[config.mk]
export PLATFORM = sky130hd
export DESIGN_NAME = bank_rr_arbiter
export DESIGN_NICKNAME = d
export VERILOG_FILES = /design/src/rtl/bank_rr_arbiter_pkg.sv /design/src/rtl/bank_rr_arbiter_pick.sv /design/src/rtl/bank_rr_arbiter.sv
export SDC_FILE = /design/constraint.sdc
export NUM_CORES = 1
export LEC_CHECK = 0
export BUFFER_PORTS_ARGS = -buffer_cell sky130_fd_sc_hd__buf_2
export CAP_MARGIN = 10
export CORE_UTILIZATION = 40
export CTS_CLUSTER_SIZE = 20
export DETAILED_ROUTE_END_ITERATION = 7
export GPL_ROUTABILITY_DRIVEN = 0
export PLACE_DENSITY = 0.6
export SLEW_MARGIN = 20
export SYNTH_ARGS = -nofsm -noshare
export SYNTH_HDL_FRONTEND = slang
export SYNTH_SLANG_ARGS = --single-unit
[constraint.sdc]
create_clock -name clk -period 2.8 [get_ports clk]
set_input_delay 0.14 -clock clk [delete_from_list [all_inputs] [get_ports clk]]
set_output_delay 0.14 -clock clk [all_outputs]
set_load 0.03 [all_outputs]
[src/rtl/bank_rr_arbiter_pkg.sv]
// bank_rr_arbiter shared package
// build defaults and arbitration mode encodings
package bank_rr_arbiter_pkg;

  // keep P and MAP in step with `P/`MAP in parameter.v
  localparam int P         = 2;
  localparam int NREQ_DEF  = 2 * P;
  localparam int NBANK_DEF = 4;
  localparam int MAP_DEF   = 2;
  localparam int CNT_W_DEF = 16;

  localparam logic MODE_RR  = 1'b0;
  localparam logic MODE_FIX = 1'b1;

  // round-robin successor of a requester index
  function automatic int next_ptr(
    input int idx,
    input int n
  );
    return (idx + 1 >= n) ? 0 : idx + 1;
  endfunction

endpackage

[src/rtl/bank_rr_arbiter_pick.sv]
// rr_pick: one bank's round-robin / fixed winner
// double-width masked priority encoder
module rr_pick
  import bank_rr_arbiter_pkg::*;
#(
  parameter int N = 4,
  parameter int W = 2
) (
  input  logic [N-1:0] req,
  input  logic [W-1:0] ptr,
  input  logic         mode,
  output logic [N-1:0] gnt,
  output logic [W-1:0] idx,
  output logic         any
);

  logic [W-1:0]   base;
  logic [N-1:0]   mask;
  logic [2*N-1:0] dbl;
  logic           found;
  int             hit;

  // requests at or above the start point form the low half
  always_comb begin
    base = (mode == MODE_FIX) ? '0 : ptr;
    mask = '0;
    for (int j = 0; j < N; j++) begin
      mask[j] = (j >= int'(base));
    end
    dbl = {req, req & mask};
  end

  // lowest set bit of the doubled vector, folded mod N
  always_comb begin
    found = 1'b0;
    hit   = 0;
    gnt   = '0;
    idx   = '0;
    for (int i = 0; i < 2 * N; i++) begin
      if (!found && dbl[i]) begin
        found = 1'b1;
        hit   = (i >= N) ? i - N : i;
      end
    end
    if (found) begin
      gnt[hit] = 1'b1;
      idx      = W'(hit);
    end
    any = found;
  end

endmodule

[src/rtl/bank_rr_arbiter.sv]
// bank_rr_arbiter: per-bank conflict arbiter
// same-cycle ready, registered bank select bus
module bank_rr_arbiter
  import bank_rr_arbiter_pkg::*;
#(
  parameter int NREQ  = NREQ_DEF,
  parameter int NBANK = NBANK_DEF,
  parameter int MAP   = MAP_DEF,
  parameter int CNT_W = CNT_W_DEF
) (
  input  logic                 clk,
  input  logic                 rst_n,
  input  logic                 en,
  input  logic                 mode,
  input  logic                 clr,
  input  logic [NREQ-1:0]      req_vld,
  input  logic [NREQ*MAP-1:0]  req_bank_bus,
  output logic [NREQ-1:0]      req_rdy,
  output logic [NBANK*MAP-1:0] sel_bus,
  output logic [NBANK-1:0]     bank_vld,
  output logic [CNT_W-1:0]     conf_cnt,
  output logic                 err
);

  logic [MAP-1:0]  bank   [NREQ];
  logic [NREQ-1:0] in_rng;
  logic [NREQ-1:0] live;
  logic [NREQ-1:0] cand   [NBANK];
  logic [NREQ-1:0] gnt    [NBANK];
  logic [MAP-1:0]  win    [NBANK];
  logic [MAP-1:0]  rr_ptr [NBANK];
  logic [NBANK-1:0] hit;
  logic [NREQ-1:0] gnt_any;
  logic            denied;
  logic            oor;

  // unpack bank indices and flag out-of-range targets
  always_comb begin
    for (int j = 0; j < NREQ; j++) begin
      bank[j]   = req_bank_bus[j*MAP +: MAP];
      in_rng[j] = int'(bank[j]) < NBANK;
    end
    live = {NREQ{en}} & req_vld;
  end

  // candidate vector per bank
  always_comb begin
    for (int b = 0; b < NBANK; b++) begin
      cand[b] = '0;
      for (int j = 0; j < NREQ; j++) begin
        cand[b][j] = live[j] && in_rng[j]
                  && (int'(bank[j]) == b);
      end
    end
  end

  for (genvar b = 0; b < NBANK; b++) begin : g_bank
    rr_pick #(
      .N (NREQ),
      .W (MAP)
    ) u_pick (
      .req  (cand[b]),
      .ptr  (rr_ptr[b]),
      .mode (mode),
      .gnt  (gnt[b]),
      .idx  (win[b]),
      .any  (hit[b])
    );
  end

  // merge grants; out-of-range requests are accepted and dropped
  always_comb begin
    gnt_any = '0;
    for (int b = 0; b < NBANK; b++) begin
      gnt_any = gnt_any | gnt[b];
    end
    req_rdy = live & (gnt_any | ~in_rng);
    denied  = |(live & in_rng & ~gnt_any);
    oor     = |(live & ~in_rng);
  end

  // select bus: winners load, idle banks hold unless cleared
  always_ff @(posedge clk or negedge rst_n) begin
    if (!rst_n) begin
      sel_bus  <= '0;
      bank_vld <= '0;
    end else begin
      for (int b = 0; b < NBANK; b++) begin
        bank_vld[b] <= hit[b];
        if (hit[b]) begin
          sel_bus[b*MAP +: MAP] <= win[b];
        end else if (clr) begin
          sel_bus[b*MAP +: MAP] <= '0;
        end
      end
    end
  end

  // round-robin pointers advance past each winner
  always_ff @(posedge clk or negedge rst_n) begin
    if (!rst_n) begin
      for (int b = 0; b < NBANK; b++) begin
        rr_ptr[b] <= '0;
      end
    end else begin
      for (int b = 0; b < NBANK; b++) begin
        if (clr) begin
          rr_ptr[b] <= '0;
        end else if (hit[b] && mode == MODE_RR) begin
          rr_ptr[b] <= MAP'(next_ptr(int'(win[b]), NREQ));
        end
      end
    end
  end

  // saturating count of cycles with a denied request
  always_ff @(posedge clk or negedge rst_n) begin
    if (!rst_n) begin
      conf_cnt <= '0;
    end else if (clr) begin
      conf_cnt <= '0;
    end else if (denied && conf_cnt != '1) begin
      conf_cnt <= conf_cnt + 1'b1;
    end
  end

  // sticky out-of-range flag
  always_ff @(posedge clk or negedge rst_n) begin
    if (!rst_n) begin
      err <= 1'b0;
    end else if (clr) begin
      err <= 1'b0;
    end else if (oor) begin
      err <= 1'b1;
    end
  end

endmodule

Word level (Yosys, flattened, before mapping)
Index checks and enable logic that the tools add are counted.
{"block": "word_totals", "reg_bits": 36, "inputBits": 17, "output_inout_bits": 33, "word_cells": 258}
{"block": "op_classes", "addsub": 5, "magnitude_cmp": 24, "n_eq_ne": 13, "n_mux": 99, "bitwise": 12, "reduce_logical": 95}
{"cell": "32-bit two-way mux", "count": 24}
{"cell": "32-bit by 1-bit >= comparator with 1-bit output, second input constant", "count": 4}
{"cell": "32-bit by 4-bit less-than comparator with 1-bit output, second input constant", "count": 4}
{"cell": "1-bit logical AND", "count": 53}
{"cell": "2-bit two-way mux", "count": 25}
{"cell": "1-bit two-way mux", "count": 40}
{"cell": "16-bit two-way mux", "count": 2}
{"cell": "4-bit bitwise AND", "count": 7}
{"cell": "1-bit logical NOT", "count": 28}
{"cell": "2-bit nonzero test", "count": 9}
{"cell": "16-bit by 1-bit adder with 16-bit output, second input constant", "count": 1}
{"cell": "2-bit equality test, second input constant", "count": 8}
{"cell": "1-bit by 2-bit >= comparator with 1-bit output, first input constant", "count": 8}
{"cell": "4-bit two-way mux", "count": 4}
{"cell": "16-bit inequality test, second input constant", "count": 1}
{"cell": "2-bit by 1-bit adder with 3-bit output, second input constant", "count": 4}
{"cell": "3-bit >= comparator, second input constant", "count": 4}
{"cell": "4-bit OR", "count": 3}
{"cell": "1-bit demux with 2-bit select", "count": 4}
{"cell": "2-bit by 1-bit equality test with 1-bit output, second input constant", "count": 4}
{"cell": "2-bit >= comparator, first input constant", "count": 4}
{"cell": "2-bit logical NOT", "count": 4}
{"cell": "4-bit inverter", "count": 1}
{"cell": "4-bit OR reduction", "count": 1}
{"cell": "1-bit inverter", "count": 1}

Logic depth before layout (Yosys ltp)
{"block": "logic_depth", "depth_word": 39, "depth_mapped": 11}

Cells and area by module
From an unflattened synthesis, not the netlist that was laid out.
{"block": "hier_totals", "cells_unflattened": 315, "area_unflattened_um2": 2767.7}
{"mod": "bank_rr_arbiter", "instances": 1, "cells_per_inst": 203, "area_each_um2": 1983.2}
{"mod": "rr_pick at g_bank[0].u_pick ...", "instances": 3, "cells_per_inst": 28, "area_each_um2": 196.4}
{"mod": "rr_pick at g_bank[3].u_pick", "instances": 1, "cells_per_inst": 28, "area_each_um2": 195.2}

Worst setup path after synthesis
Ideal clock, no wire load.
{"block": "synth_timing", "path_type": "register to register", "start": "register rr_ptr[3] in the netlist's numbering", "end": "register conf_cnt[4]", "setup_ns": 0.125, "arrival_ns": 2.455, "t_required_ns": 2.675, "setup_slack_ns": 0.220, "stages_incl_launch_ff": 10, "n_path_buf": 1, "synth_period_minus_slack_ns": 2.580, "path_cell_list": "dfrtp_1 > nor2_1 > o21ai_0 > or4b_1 > nor4_1 > a32o_1 > o31ai_4 > buf_6 > nor3b_1 > mux2_2"}
{"block": "synth_between", "elab_chain_cells": 37, "word_cells_on_any_way": 47}
{"item": "start, declared", "line": "bank_rr_arbiter.sv:31", "source": "logic [MAP-1:0] rr_ptr [NBANK];"}
{"item": "start signal, assigned by index", "line": "bank_rr_arbiter.sv:110", "source": "rr_ptr[b] <= MAP'(next_ptr(int'(win[b]), NREQ));"}
{"item": "2-bit two-way mux (*)", "line": "bank_rr_arbiter_pick.sv:25", "source": "base = (mode == MODE_FIX) ? '0 : ptr;"}
{"item": "1-bit by 2-bit >= comparator with 1-bit output", "line": "bank_rr_arbiter_pick.sv:28", "source": "mask[j] = (j >= int'(base));"}
{"item": "4-bit bitwise AND (*)", "line": "bank_rr_arbiter_pick.sv:30", "source": "dbl = {req, req & mask};"}
{"item": "1-bit two-way mux", "line": "bank_rr_arbiter_pick.sv:40", "source": "if (!found && dbl[i]) begin"}
{"item": "1-bit logical NOT", "line": "bank_rr_arbiter_pick.sv:40"}
{"item": "1-bit logical AND", "line": "bank_rr_arbiter_pick.sv:40"}
{"item": "1-bit two-way mux", "line": "bank_rr_arbiter_pick.sv:40"}
{"item": "1-bit logical NOT", "line": "bank_rr_arbiter_pick.sv:40"}
{"item": "[... 20 more ...]"}
{"item": "1-bit demux with 2-bit select"}
{"item": "4-bit two-way mux (*)", "line": "bank_rr_arbiter_pick.sv:45", "source": "if (found) begin"}
{"item": "4-bit OR (*) (2 in series)", "line": "bank_rr_arbiter.sv:75", "source": "gnt_any = gnt_any | gnt[b];"}
{"item": "4-bit inverter (*)", "line": "bank_rr_arbiter.sv:78", "source": "denied = |(live & in_rng & ~gnt_any);"}
{"item": "4-bit bitwise AND (*)", "line": "bank_rr_arbiter.sv:78"}
{"item": "4-bit OR reduction (*)", "line": "bank_rr_arbiter.sv:78"}
{"item": "1-bit logical AND (*)", "line": "bank_rr_arbiter.sv:122", "source": "end else if (denied && conf_cnt != '1) begin"}
{"item": "2-bit nonzero test (no source line) (*)"}
{"item": "end signal, assigned", "line": "bank_rr_arbiter.sv:123", "source": "conf_cnt <= conf_cnt + 1'b1;"}
{"item": "end, declared", "line": "bank_rr_arbiter.sv:21", "source": "output logic [CNT_W-1:0] conf_cnt,"}
Mark *: on every way between the ends. The rest lies on a longest branch, timed or not.
A chain may end at the register's enable or synchronous reset.

Worst setup path after layout
{"block": "layout_timing", "start": "register rr_ptr[0] in the netlist's numbering", "end": "register conf_cnt[1]"}
{"block": "layout_between", "elab_chain_cells": 36, "word_cells_on_any_way": 46}
{"item": "2-bit two-way mux (*)", "line": "bank_rr_arbiter_pick.sv:25"}
{"item": "1-bit by 2-bit >= comparator with 1-bit output", "line": "bank_rr_arbiter_pick.sv:28"}
{"item": "4-bit bitwise AND (*)", "line": "bank_rr_arbiter_pick.sv:30"}
{"item": "1-bit two-way mux", "line": "bank_rr_arbiter_pick.sv:40"}
{"item": "1-bit logical NOT", "line": "bank_rr_arbiter_pick.sv:40"}
{"item": "1-bit logical AND", "line": "bank_rr_arbiter_pick.sv:40"}
{"item": "1-bit two-way mux", "line": "bank_rr_arbiter_pick.sv:40"}
{"item": "1-bit logical NOT", "line": "bank_rr_arbiter_pick.sv:40"}
{"item": "[... 20 more ...]"}
{"item": "1-bit demux with 2-bit select"}
{"item": "4-bit two-way mux (*)", "line": "bank_rr_arbiter_pick.sv:45"}
{"item": "4-bit OR (*)", "line": "bank_rr_arbiter.sv:75"}
{"item": "4-bit inverter (*)", "line": "bank_rr_arbiter.sv:78"}
{"item": "4-bit bitwise AND (*)", "line": "bank_rr_arbiter.sv:78"}
{"item": "4-bit OR reduction (*)", "line": "bank_rr_arbiter.sv:78"}
{"item": "1-bit logical AND (*)", "line": "bank_rr_arbiter.sv:122"}
{"item": "2-bit nonzero test (no source line) (*)"}
Marked as above.

==> impl_metrics.tcl <==
set metrics [dict create \
    finalCriticalPeriod_ps 2684 \
    yosys-top-cells-count "dfrtp_1 (36), nor2_1 (28), nand2_1 (21), a21oi_1 (20), nor3_1 (11)" \
    power.density_mw_per_mm2 375.7 \
    synth.most_common_cell "dfrtp_1" \
    synth_top_area_share_pct 34.62 \
    num_vias 2826 \
    hold_slack_ps 324.3 \
    clkSinkCount 36 \
    portBuffers 48 \
    drt-initial-drc-count 85 \
    grt_antenna_before_repair 0 \
    critPathMaxStageDelay_ps 540 \
    setup_viol 0 \
    die_area_mm2 0.006833 \
    die_w_um 82.66 \
    crit_fanout 7 \
    syn-num-nets 317 \
    clock_power_share_pct 30.6 \
    hold_path.class "in2reg" \
    clk_pin_slew_ps 80 \
    cts_buffer_depth 2 \
    viasPerCell 5.962 \
    end_kind "flip-flop" \
    crit_type "reg2reg" \
    synth-seq-area-share_pct 34.62 \
    fmax_mhz 372.6 \
    cp.required_ps 3020 \
    rrSetupSlack_ps 120 \
    die_h_um 82.66 \
    antenna_left 0 \
    track_usage_pct 23.45 \
    avgSynthCellArea_um2 8.704 \
    rr_worst_depth 9 \
    drc 0 \
    cts-root-buf "clkbuf_8" \
    grt_pass1_wl_um 12170 \
    critPathSlowestCell "or4b_1" \
    grt_remaining_overflow 0 \
    comb_power_share_pct 26.0 \
    utilization_pct 54.38 \
    synth_area_leader_cell "dfrtp_1" \
    synthTopCellsByArea "dfrtp_1 (35%), nor2_1 (4.0%), a21oi_1 (3.8%)" \
    power_leakage_nw 1.634 \
    cts_tree "built" \
    multi_input_area_mm2 0.001688 \
    rr_startpoint "rr_ptr[0]" \
    rows 29 \
    finalCritPeriodShare_pct 95.85 \
    min_path_cells 4 \
    diodes 0 \
    top_level_ports 50 \
    r2r-end "conf_cnt[1]" \
    power_switching_w 0.0004192 \
    dr.pass1.iters 4 \
    worstSkewPairLatency_ps 290 \
    cp-start-kind "flip-flop" \
    min_from "req_vld[2]" \
    netlist-cell-type-count 61 \
    drive_above_1_share_pct 33.75 \
    status "finished clean" \
    slew_violations 0 \
    routed_wirelength_um 7703 \
    worst_pin_slew_ps 828.1 \
    grt_pass1_vias 2671 \
    htreeDepth 2 \
    peakVddDrop_mv 0.1780 \
    switching_share_pct 32.50 \
    syn_to_final_growth_pct 31.92 \
    crit_path_frequent_cell "or4b_1" \
    grt_max_degree 37 \
    synthArstFlopShare_pct 100.0 \
    final_nets 414 \
    yosys_warnings 0 \
    coreArea_mm2 0.006314 \
    synth-seq-cells 36 \
    critPathArrivalTime_ps 2910 \
    hold_viol 0 \
    intPower_w 0.0008707 \
    drv_cap 0 \
    synth-edff-count 0 \
    initial_core_util_pct 41.22 \
    clock_skew_ps 5.039 \
    syn_area_mm2 0.002602 \
    register_area_um2 900.9 \
    pwr-share-seq_pct 43.4 \
    cts_buffers 5 \
    fillers 619 \
    whs_endpoint "bank_vld[0]" \
    hpwlAfterDp_um 5406 \
    relSlewSlack_pct 44.79 \
    synthFlopType "dfrtp_1" \
    path_cells "o21ba_2 > nor2_2 > or4b_1 > nor4_2 > a32o_2 > o31ai_4 > buf_4 > or4b_1 > o21ai_1" \
    syn_inst 299 \
    wl_per_cell_um 16.25 \
]
-- kinds of logic after synthesis --
group	Yosys count	share of synthesized area [%]
buffers and inverters	19	3.894
AOI/OAI and AO/OA	79	21.88
muxes	7	2.885
and+or+nand+nor	156	36.11
adders and majority gates	1	0.4807
DFF	36	34.62
other	1	0.1441
-- per-stage QoR --
step                      area [um2]  total power, W  instances  setup WS, ps  TNS (ps)
final                           3433        0.001290        474         116.2         0
after global routing            3433        0.001360        474        -6.253    -10.62
after CTS                       3354        0.001283        472         16.51         0
after detailed placement        3236       0.0008774        462        -202.2     -1648
after global placement          3236       0.0008739        462        -140.4    -661.5
after floorplan                 2603       0.0007551        299         220.5         0
-- worst max-delay path, delay by kind of cell, from the launching register on --
kind / cells / cell delay (ps)
flip-flops: 1 / 460
buffers and inverters: 1 / 160
AND/OR/NAND/NOR: 4 / 1260
AO/OA/AOI/OAI: 4 / 730
-- per-layer routing --
layer / vias up / global-route usage, % / part of all wire [%]
li1: 1357 / - / -
met1: 1383 / 28.32 / 44
met2: 71 / 41.23 / 49
met3: 15 / 4.945 / 4.7
met4: 0 / 7.414 / 1.8
met5: - / 0 / 0
-- what timing repair did --
action                     CTS  global route
pin swaps                    1             1
cloned                       1             1
setup endpoints to repair   16            16
setup buffers                0             2
hold endpoints to repair    36             0
resized for setup            3            12
hold buffers                 1             0
-- area by class of cell --
cell class | count | share of cell area, %
clock inverters | 2 | 0.2915
inverters | 8 | 0.8746
flip-flops and latches | 36 | 26.24
multi-input cells | 246 | 49.16
repair buffers | 99 | 18.22
clock buffers | 6 | 2.405
well taps | 77 | 2.806
-- state kept, by name, indices dropped and copies added, names as in the netlist --
register and cells:
bank_vld 4, rr_ptr 8, sel_bus 8, conf_cnt 16
-- how the worst max path moves through the flow --
stage / startpoint / end / cells after the start
floorplan: rr_ptr[3] / conf_cnt[4] / 9
global placement: en / conf_cnt[0] / 10
detailed placement: en / conf_cnt[0] / 10
CTS: rr_ptr[5] / conf_cnt[8] / 9
global route: rr_ptr[0] / conf_cnt[1] / 9
finish: rr_ptr[0] / conf_cnt[1] / 9
-- power by group through the flow --
stage | Clock, W | Combinational [W] | Sequential [W]
after global routing | 0.000432 | 0.000363 | 0.000564
after global placement | 0 | 0.000304 | 0.000570
after CTS | 0.000407 | 0.000315 | 0.000560
after detailed placement | 0 | 0.000307 | 0.000570
final | 0.000395 | 0.000335 | 0.000560
after floorplan | 0 | 0.000147 | 0.000608
-- cells in the final DEF, fill, tap and decap left out, types with 7 or more instances in the layout --
cell / count
nand2_1: 21
buf_4: 50
nand3_1: 9
o21ai_0: 9
nand4_1: 7
or4_1: 8
nor3_1: 11
nand2b_1: 8
inv_1: 8
buf_2: 48
a21oi_1: 20
dfrtp_1: 36
nor2_1: 27
and3_1: 7
No activity file was read; power rests on OpenSTA's default activity.
